==> config.mk <==
export PLATFORM = sky130hd
export DESIGN_NAME = mdom_scdb_hdr_serializer
export DESIGN_NICKNAME = d
export VERILOG_FILES = /design/src/rtl/mdom_scdb_hdr_pkg.sv /design/src/rtl/mdom_scdb_hdr_serializer_crc.sv /design/src/rtl/mdom_scdb_hdr_serializer.sv
export SDC_FILE = /design/constraint.sdc
export NUM_CORES = 1
export LEC_CHECK = 0
export ABC_CLOCK_PERIOD_IN_PS = 3600
export BUFFER_PORTS_ARGS = -buffer_cell sky130_fd_sc_hd__buf_2
export CORE_MARGIN = 4
export CORE_UTILIZATION = 56
export CTS_BUF_LIST = sky130_fd_sc_hd__clkbuf_4
export DETAILED_ROUTE_END_ITERATION = 8
export PLACE_DENSITY = 0.94
export SETUP_SLACK_MARGIN = 0.4
export SYNTH_ARGS = -nofsm -noshare
export SYNTH_HDL_FRONTEND = slang
export SYNTH_SLANG_ARGS = --single-unit
==> constraint.sdc <==
create_clock -name clk -period 3.6 [get_ports clk]
set_input_delay 0.36 -clock clk [delete_from_list [all_inputs] [get_ports clk]]
set_output_delay 0.36 -clock clk [all_outputs]
set_load 0.005 [all_outputs]
==> src/rtl/mdom_scdb_hdr_pkg.sv <==
// Shared definitions for the SCDB header serializer: bundle layout, frame
// geometry, FSM state encoding, CRC constants and the waveform length helper.
// Frame geometry depends on the MDOM_SCDB_HDR_CRC_EN macro (9 words with CRC).
package mdom_scdb_hdr_pkg;

   localparam int SCDB_LTC_W   = 49;
   localparam int SCDB_ADDR_W  = 11;
   localparam int SCDB_BSUM_W  = 19;
   localparam int SCDB_CH_W    = 5;
   localparam int SCDB_PRE_W   = 5;
   localparam int SCDB_BLS_W   = 3;
   localparam int SCDB_HDR_W   = 111;
   localparam int SCDB_WORD_W  = 16;

   // LSB offset of each field inside the 111-bit bundle
   localparam int LTC_LSB      = 0;
   localparam int START_LSB    = 49;
   localparam int STOP_LSB     = 60;
   localparam int TRIG_LSB     = 71;
   localparam int CNST_LSB     = 73;
   localparam int PRE_LSB      = 74;
   localparam int SYNC_LSB     = 79;
   localparam int BSUM_LSB     = 80;
   localparam int BLS_LSB      = 99;
   localparam int BVALID_LSB   = 102;
   localparam int COINC_LSB    = 103;
   localparam int PARTIAL_LSB  = 104;
   localparam int CONT_LSB     = 105;
   localparam int CH_LSB       = 106;

   localparam logic [3:0] START_NIBBLE_DEF = 4'hA;

`ifdef MDOM_SCDB_HDR_CRC_EN
   localparam int FRAME_WORDS = 9;
`else
   localparam int FRAME_WORDS = 8;
`endif

   localparam logic [15:0] CRC_POLY = 16'h1021;
   localparam logic [15:0] CRC_INIT = 16'hFFFF;

   typedef enum logic {
      IDLE = 1'b0,
      SEND = 1'b1
   } state_t;

   // Declared msb first, so ltc lands at bit 0 and channel_idx at the top
   typedef struct packed {
      logic [SCDB_CH_W-1:0]   channel_idx;
      logic                   continued_wfm;
      logic                   partial_wfm;
      logic                   local_coinc;
      logic                   bsum_valid;
      logic [SCDB_BLS_W-1:0]  bsum_len_sel;
      logic [SCDB_BSUM_W-1:0] bsum;
      logic                   sync_rdy;
      logic [SCDB_PRE_W-1:0]  pre_conf;
      logic                   cnst_run;
      logic [1:0]             trig_src;
      logic [SCDB_ADDR_W-1:0] stop_addr;
      logic [SCDB_ADDR_W-1:0] start_addr;
      logic [SCDB_LTC_W-1:0]  ltc;
   } scdb_hdr_t;

   // Inclusive span of a circular buffer region: 1..2^ADDR_W
   function automatic logic [SCDB_ADDR_W:0] wfm_len_f(
      input logic [SCDB_ADDR_W-1:0] start_addr,
      input logic [SCDB_ADDR_W-1:0] stop_addr
   );
      logic [SCDB_ADDR_W-1:0] span;
      span = stop_addr - start_addr;
      return {1'b0, span} + (SCDB_ADDR_W+1)'(1);
   endfunction

endpackage

==> src/rtl/mdom_scdb_hdr_serializer_crc.sv <==
// mdom_crc16_w16: combinational CRC-16-CCITT next state for one 16-bit word,
// bits consumed msb first, no reflection. Used only when MDOM_SCDB_HDR_CRC_EN
// is defined.
module mdom_crc16_w16
   import mdom_scdb_hdr_pkg::*;
(
   input  logic [15:0] crc_in,
   input  logic [15:0] data_in,
   output logic [15:0] crc_out
);

   logic [15:0] c;

   // Shift the 16 data bits through the CRC register in one combinational step
   always_comb begin
      c = crc_in;
      for (int i = 15; i >= 0; i--) begin
         if (c[15] ^ data_in[i]) c = {c[14:0], 1'b0} ^ CRC_POLY;
         else                    c = {c[14:0], 1'b0};
      end
      crc_out = c;
   end

endmodule

==> src/rtl/mdom_scdb_hdr_serializer.sv <==
// mdom_scdb_hdr_serializer: pops SCDB headers from an FWFT FIFO and emits each
// as a fixed frame of 16-bit words on a valid/ready stream.
// Handshake: a word transfers on a clock edge where out_valid && out_ready;
// while out_valid && !out_ready, out_data and out_last hold their value.
// Optional macro MDOM_SCDB_HDR_CRC_EN appends a CRC-16-CCITT word (W8).
module mdom_scdb_hdr_serializer
   import mdom_scdb_hdr_pkg::*;
#(
   parameter logic [3:0] START_NIBBLE = START_NIBBLE_DEF,
   parameter int         LTC_W        = SCDB_LTC_W,
   parameter int         ADDR_W       = SCDB_ADDR_W
) (
   input  logic                  clk,
   input  logic                  rst_n,
   input  logic                  enable,
   input  logic [SCDB_HDR_W-1:0] hdr_bundle,
   input  logic                  hdr_empty,
   output logic                  hdr_rd,
   output logic [15:0]           out_data,
   output logic                  out_valid,
   input  logic                  out_ready,
   output logic                  out_last,
   output logic                  busy,
   output logic [15:0]           frame_cnt
);

   localparam logic [3:0] LAST_IDX = 4'(FRAME_WORDS - 1);

   state_t          state, state_nxt;
   logic [3:0]      word_idx, idx_nxt;
   scdb_hdr_t       hdr_in, hdr_q;
   logic [LTC_W-1:0] ltc_q;
   logic [ADDR_W:0] wfm_len_q;
   logic            frame_done;
   logic [15:0]     word;

   assign hdr_in = hdr_bundle;
   assign ltc_q  = hdr_q.ltc;

   // State, word index, latched header and frame counter
   always_ff @(posedge clk) begin
      if (!rst_n) begin
         state     <= IDLE;
         word_idx  <= '0;
         hdr_q     <= '0;
         wfm_len_q <= '0;
         frame_cnt <= '0;
      end else begin
         state    <= state_nxt;
         word_idx <= idx_nxt;
         if (hdr_rd) begin
            hdr_q     <= hdr_in;
            wfm_len_q <= wfm_len_f(hdr_in.start_addr, hdr_in.stop_addr);
         end
         if (frame_done) frame_cnt <= frame_cnt + 16'd1;
      end
   end

   // Next state, FIFO pop and stream handshake outputs
   always_comb begin
      state_nxt  = state;
      idx_nxt    = word_idx;
      hdr_rd     = 1'b0;
      out_valid  = 1'b0;
      out_last   = 1'b0;
      busy       = 1'b0;
      frame_done = 1'b0;
      case (state)
         IDLE: begin
            // rst_n gate keeps the FIFO from being popped during a reset cycle
            if (rst_n && enable && !hdr_empty) begin
               hdr_rd    = 1'b1;
               idx_nxt   = '0;
               state_nxt = SEND;
            end
         end
         SEND: begin
            busy      = 1'b1;
            out_valid = 1'b1;
            out_last  = (word_idx == LAST_IDX);
            if (out_ready) begin
               if (word_idx == LAST_IDX) begin
                  frame_done = 1'b1;
                  idx_nxt    = '0;
                  state_nxt  = IDLE;
               end else begin
                  idx_nxt = word_idx + 4'd1;
               end
            end
         end
         default: state_nxt = IDLE;
      endcase
   end

`ifdef MDOM_SCDB_HDR_CRC_EN
   logic [15:0] crc_q, crc_nxt;

   mdom_crc16_w16 u_crc (
      .crc_in  (crc_q),
      .data_in (out_data),
      .crc_out (crc_nxt)
   );

   // Running CRC over W0..W7, restarted whenever a new header is taken
   always_ff @(posedge clk) begin
      if (!rst_n)                                             crc_q <= CRC_INIT;
      else if (hdr_rd)                                        crc_q <= CRC_INIT;
      else if (out_valid && out_ready && word_idx != LAST_IDX) crc_q <= crc_nxt;
   end
`endif

   // Word map from the latched header; bus reads zero while idle
   always_comb begin
      word = '0;
      case (word_idx)
         4'd0: word = {START_NIBBLE, hdr_q.channel_idx, hdr_q.trig_src, hdr_q.cnst_run,
                       hdr_q.sync_rdy, hdr_q.local_coinc, hdr_q.partial_wfm,
                       hdr_q.continued_wfm};
         4'd1: word = {hdr_q.pre_conf, hdr_q.start_addr};
         4'd2: word = {hdr_q.bsum_len_sel, hdr_q.bsum_valid, 1'b0, hdr_q.stop_addr};
         4'd3: word = {hdr_q.bsum[18:16], ltc_q[48:36]};
         4'd4: word = ltc_q[35:20];
         4'd5: word = ltc_q[19:4];
         4'd6: word = {ltc_q[3:0], hdr_q.bsum[15:4]};
         4'd7: word = {hdr_q.bsum[3:0], wfm_len_q};
`ifdef MDOM_SCDB_HDR_CRC_EN
         4'd8: word = crc_q;
`endif
         default: word = '0;
      endcase
      out_data = (state == SEND) ? word : 16'h0000;
   end

endmodule
==> metrics <==
outcome finished, final reports clean; Die Span X 117.4 um; Max Slew Vio Count 0; largest net degree at the start of global routing 105; hold path cells 3; Peak supply drop 0.2806 mV; Max Freq 319.0 MHz; most frequent cells in the layout nand2_1 (219), buf_2 (150), dfxtp_1 (144); commonest non-fill, non-tap cell in the layout nand2_1; worst-margin pin slew 1.037 ns; die span in y 117.4 um; Worst-Skew Late Latency 0.55 ns; layout cells sized above 1 0.1935; synth warn 0; Core Region 11560 um^2; TritonCTS sink count 144; port bufs 151; HP Class input pin to flop; Area Overhead vs Synth 26.80%; final hold violations 0; Yosys top cell by area dfxtp_1; nature of the critical path startpoint flop; sequential area share after synthesis 0.4303; Slew headroom 0.3088; WS Path Type flop to output port; Setup crit end kind output port; DR vias 7057; Post-Place Worst Slack 0.5069 ns; Cells after DPL 1077; Fillers 829; #FFs+latches synth 144; clk_skew 0.01904 ns; iteration-0 DRC count of the detailed router 933; routability cong. 0.8501; # IOs 152; area of the multi-input gates 3465 um^2; syn_nets 972; cells on worst reg2reg path 8; synthesized area 6699 um^2; vias in the first global route 6694; WP data arrival 2.77 ns; H-tree depth 4; sequential share of power 0.535; internal cell power 2323 uW; Synth Flop Type dfxtp_1; # rows 39; fin util 0.7345; grt ovf 0; Static Leak 0.003886 uW; total negative slack 0 ns; min cycle time layout 3.135 ns; CTS tree done; initial antenna violation count 3; CP max FO 16; wire length per cell 17.81 um; combinational power share 0.155; number of buffers created by CTS 17; Pwr Density 379.6 nW/um^2; synth top area cells dfxtp_1 (43%), nand2_1 (12%), nand3_1 (9.8%); required time worst endpoint 3.24 ns; die area 13780 um^2; area fraction of the dominant cell type after synthesis 0.4303; vias per cell 5.930; Remaining DRCs 0; Final period util 0.8707; Nets 1164; CTS max path bufs 2; clock power share 0.310; FF+latch area 2883 um^2; DRT Pass-1 Iters 8; ys async rst share 0; Max Cap Viol 0; switching power 901.7 uW; Syn Inst Count 839; root buffer cell clkbuf_4; Detailed Place HPWL 12.90 mm; Worst-path clk slew 0.12 ns; global router's overall resource usage 0.2870; RSZ-0062 raised after global routing no; switching share of total power 0.2796; first-pass GRT wire length 32.45 mm; antenna viol nets, final 0; Layout Cells excl Fill 1190; Final setup viols 0; number of synthesized flops with an enable pin 0; setup ws final 0.4654 ns; DRT Wirelength 21.19 mm; initial core utilization 0.5792; post-synth cell types 62; syn_area_per_cell 7.984 um^2
## power by group through the flow
stage | Combinational [uW] | Clock (uW) | Sequential [uW]
after floorplan | 281 | 0 | 1740
after global placement | 398 | 0 | 1750
after detailed placement | 412 | 0 | 1760
after CTS | 463 | 992 | 1720
after global routing | 546 | 1070 | 1730
final | 500 | 998 | 1730
## per-layer routing
| layer | track usage | vias to the layer above | wire (um) |
|---|---|---|---|
| li1 | - | 3292 | - |
| met1 | 0.3534 | 3248 | 8276 |
| met2 | 0.4697 | 429 | 9980 |
| met3 | 0.07170 | 88 | 1945 |
| met4 | 0.1415 | 0 | 986 |
| met5 | 0 | - | 0 |
## metrics by stage
| stage | instance area, um^2 | hold WS (ns) | power, uW |
|---|---|---|---|
| global route | 8494 | -0.002587 | 3344 |
| floorplan | 6699 | 0.4334 | 2022 |
| global placement | 7431 | 0.4409 | 2153 |
| CTS | 8294 | 0.0001502 | 3177 |
| detailed placement | 7431 | 0.4452 | 2169 |
| finish | 8494 | 0.02071 | 3225 |
## Yosys cell counts (3+ instances only)
cell      count
a21boi_0      5
a21o_1        4
a21oi_1       9
a222oi_1      3
a22oi_1      53
a31oi_1       6
a41oi_1      11
and2_1       20
and3_1        4
buf_1        18
buf_6         3
clkbuf_1     37
dfxtp_1     144
ha_1         16
inv_1        21
nand2_1     219
nand3_1     131
nand4_1       8
nor2_1       13
nor2b_1       7
nor3_1        5
o21ai_0      24
or3_1         3
xnor2_1      23
xor2_1        5
## path summary, 6_finish.rpt
path,start,to,slack [ns]
min reg2reg,hdr_q[71]$_SDFFE_PN0P_,hdr_q[71]$_SDFFE_PN0P_,0.46
max,word_idx[0]$_SDFFE_PN0P_,out_data[15],0.47
min,hdr_bundle[24],ltc_q[24]$_SDFFE_PN0P_,0.02
max reg2reg,word_idx[0]$_SDFFE_PN0P_,frame_cnt[13]$_SDFFE_PN0P_,0.95
## cell type report
type | count | area share
Tap cell | 143 | 0.02106
Clock buffer | 19 | 0.01679
Inverter | 22 | 0.009869
Timing Repair Buffer | 236 | 0.1900
Clock inverter | 13 | 0.01414
Multi-Input combinational cell | 610 | 0.4079
Sequential cell | 144 | 0.3394
Antenna cell | 3 | 0.0008838
## timing repair
| item | 4_1_cts | 5_1_grt |
|---|---|---|
| hold buffers | 60 | 17 |
| buffers inserted | 0 | 1 |
| gates resized for setup | 0 | 2 |
| hold endpoints to repair | 60 | 17 |
| setup endpoints to repair | 0 | 13 |
## critical path, cell delays in order, from the launching register on
cell,delay (ns)
dfxtp_1,0.44
inv_1,0.10
ha_1,0.23
and2_2,0.33
a22o_1,0.29
a221oi_1,0.49
a31oi_1,0.18
buf_2,0.17
## logic make-up (layout without fill, tap and decap cells)
kind of cell,after synthesis,after routing,synth area share
AOI/OAI and AO/OA,134,134,0.1457
xor gates and xnor gates,29,29,0.03904
adders and majority gates,17,17,0.03287
buffers and inverters,85,290,0.05528
DFF,144,144,0.4303
muxes,3,3,0.005229
other,0,3,0
and+or+nand+nor,427,427,0.2916
## state kept, by name (all words and copies together) (netlist names)
name	cells
word_idx	4
hdr_q	62
frame_cnt	16
wfm_len_q	12
state	1
ltc_q	49
(Power assumes the default switching activity.)
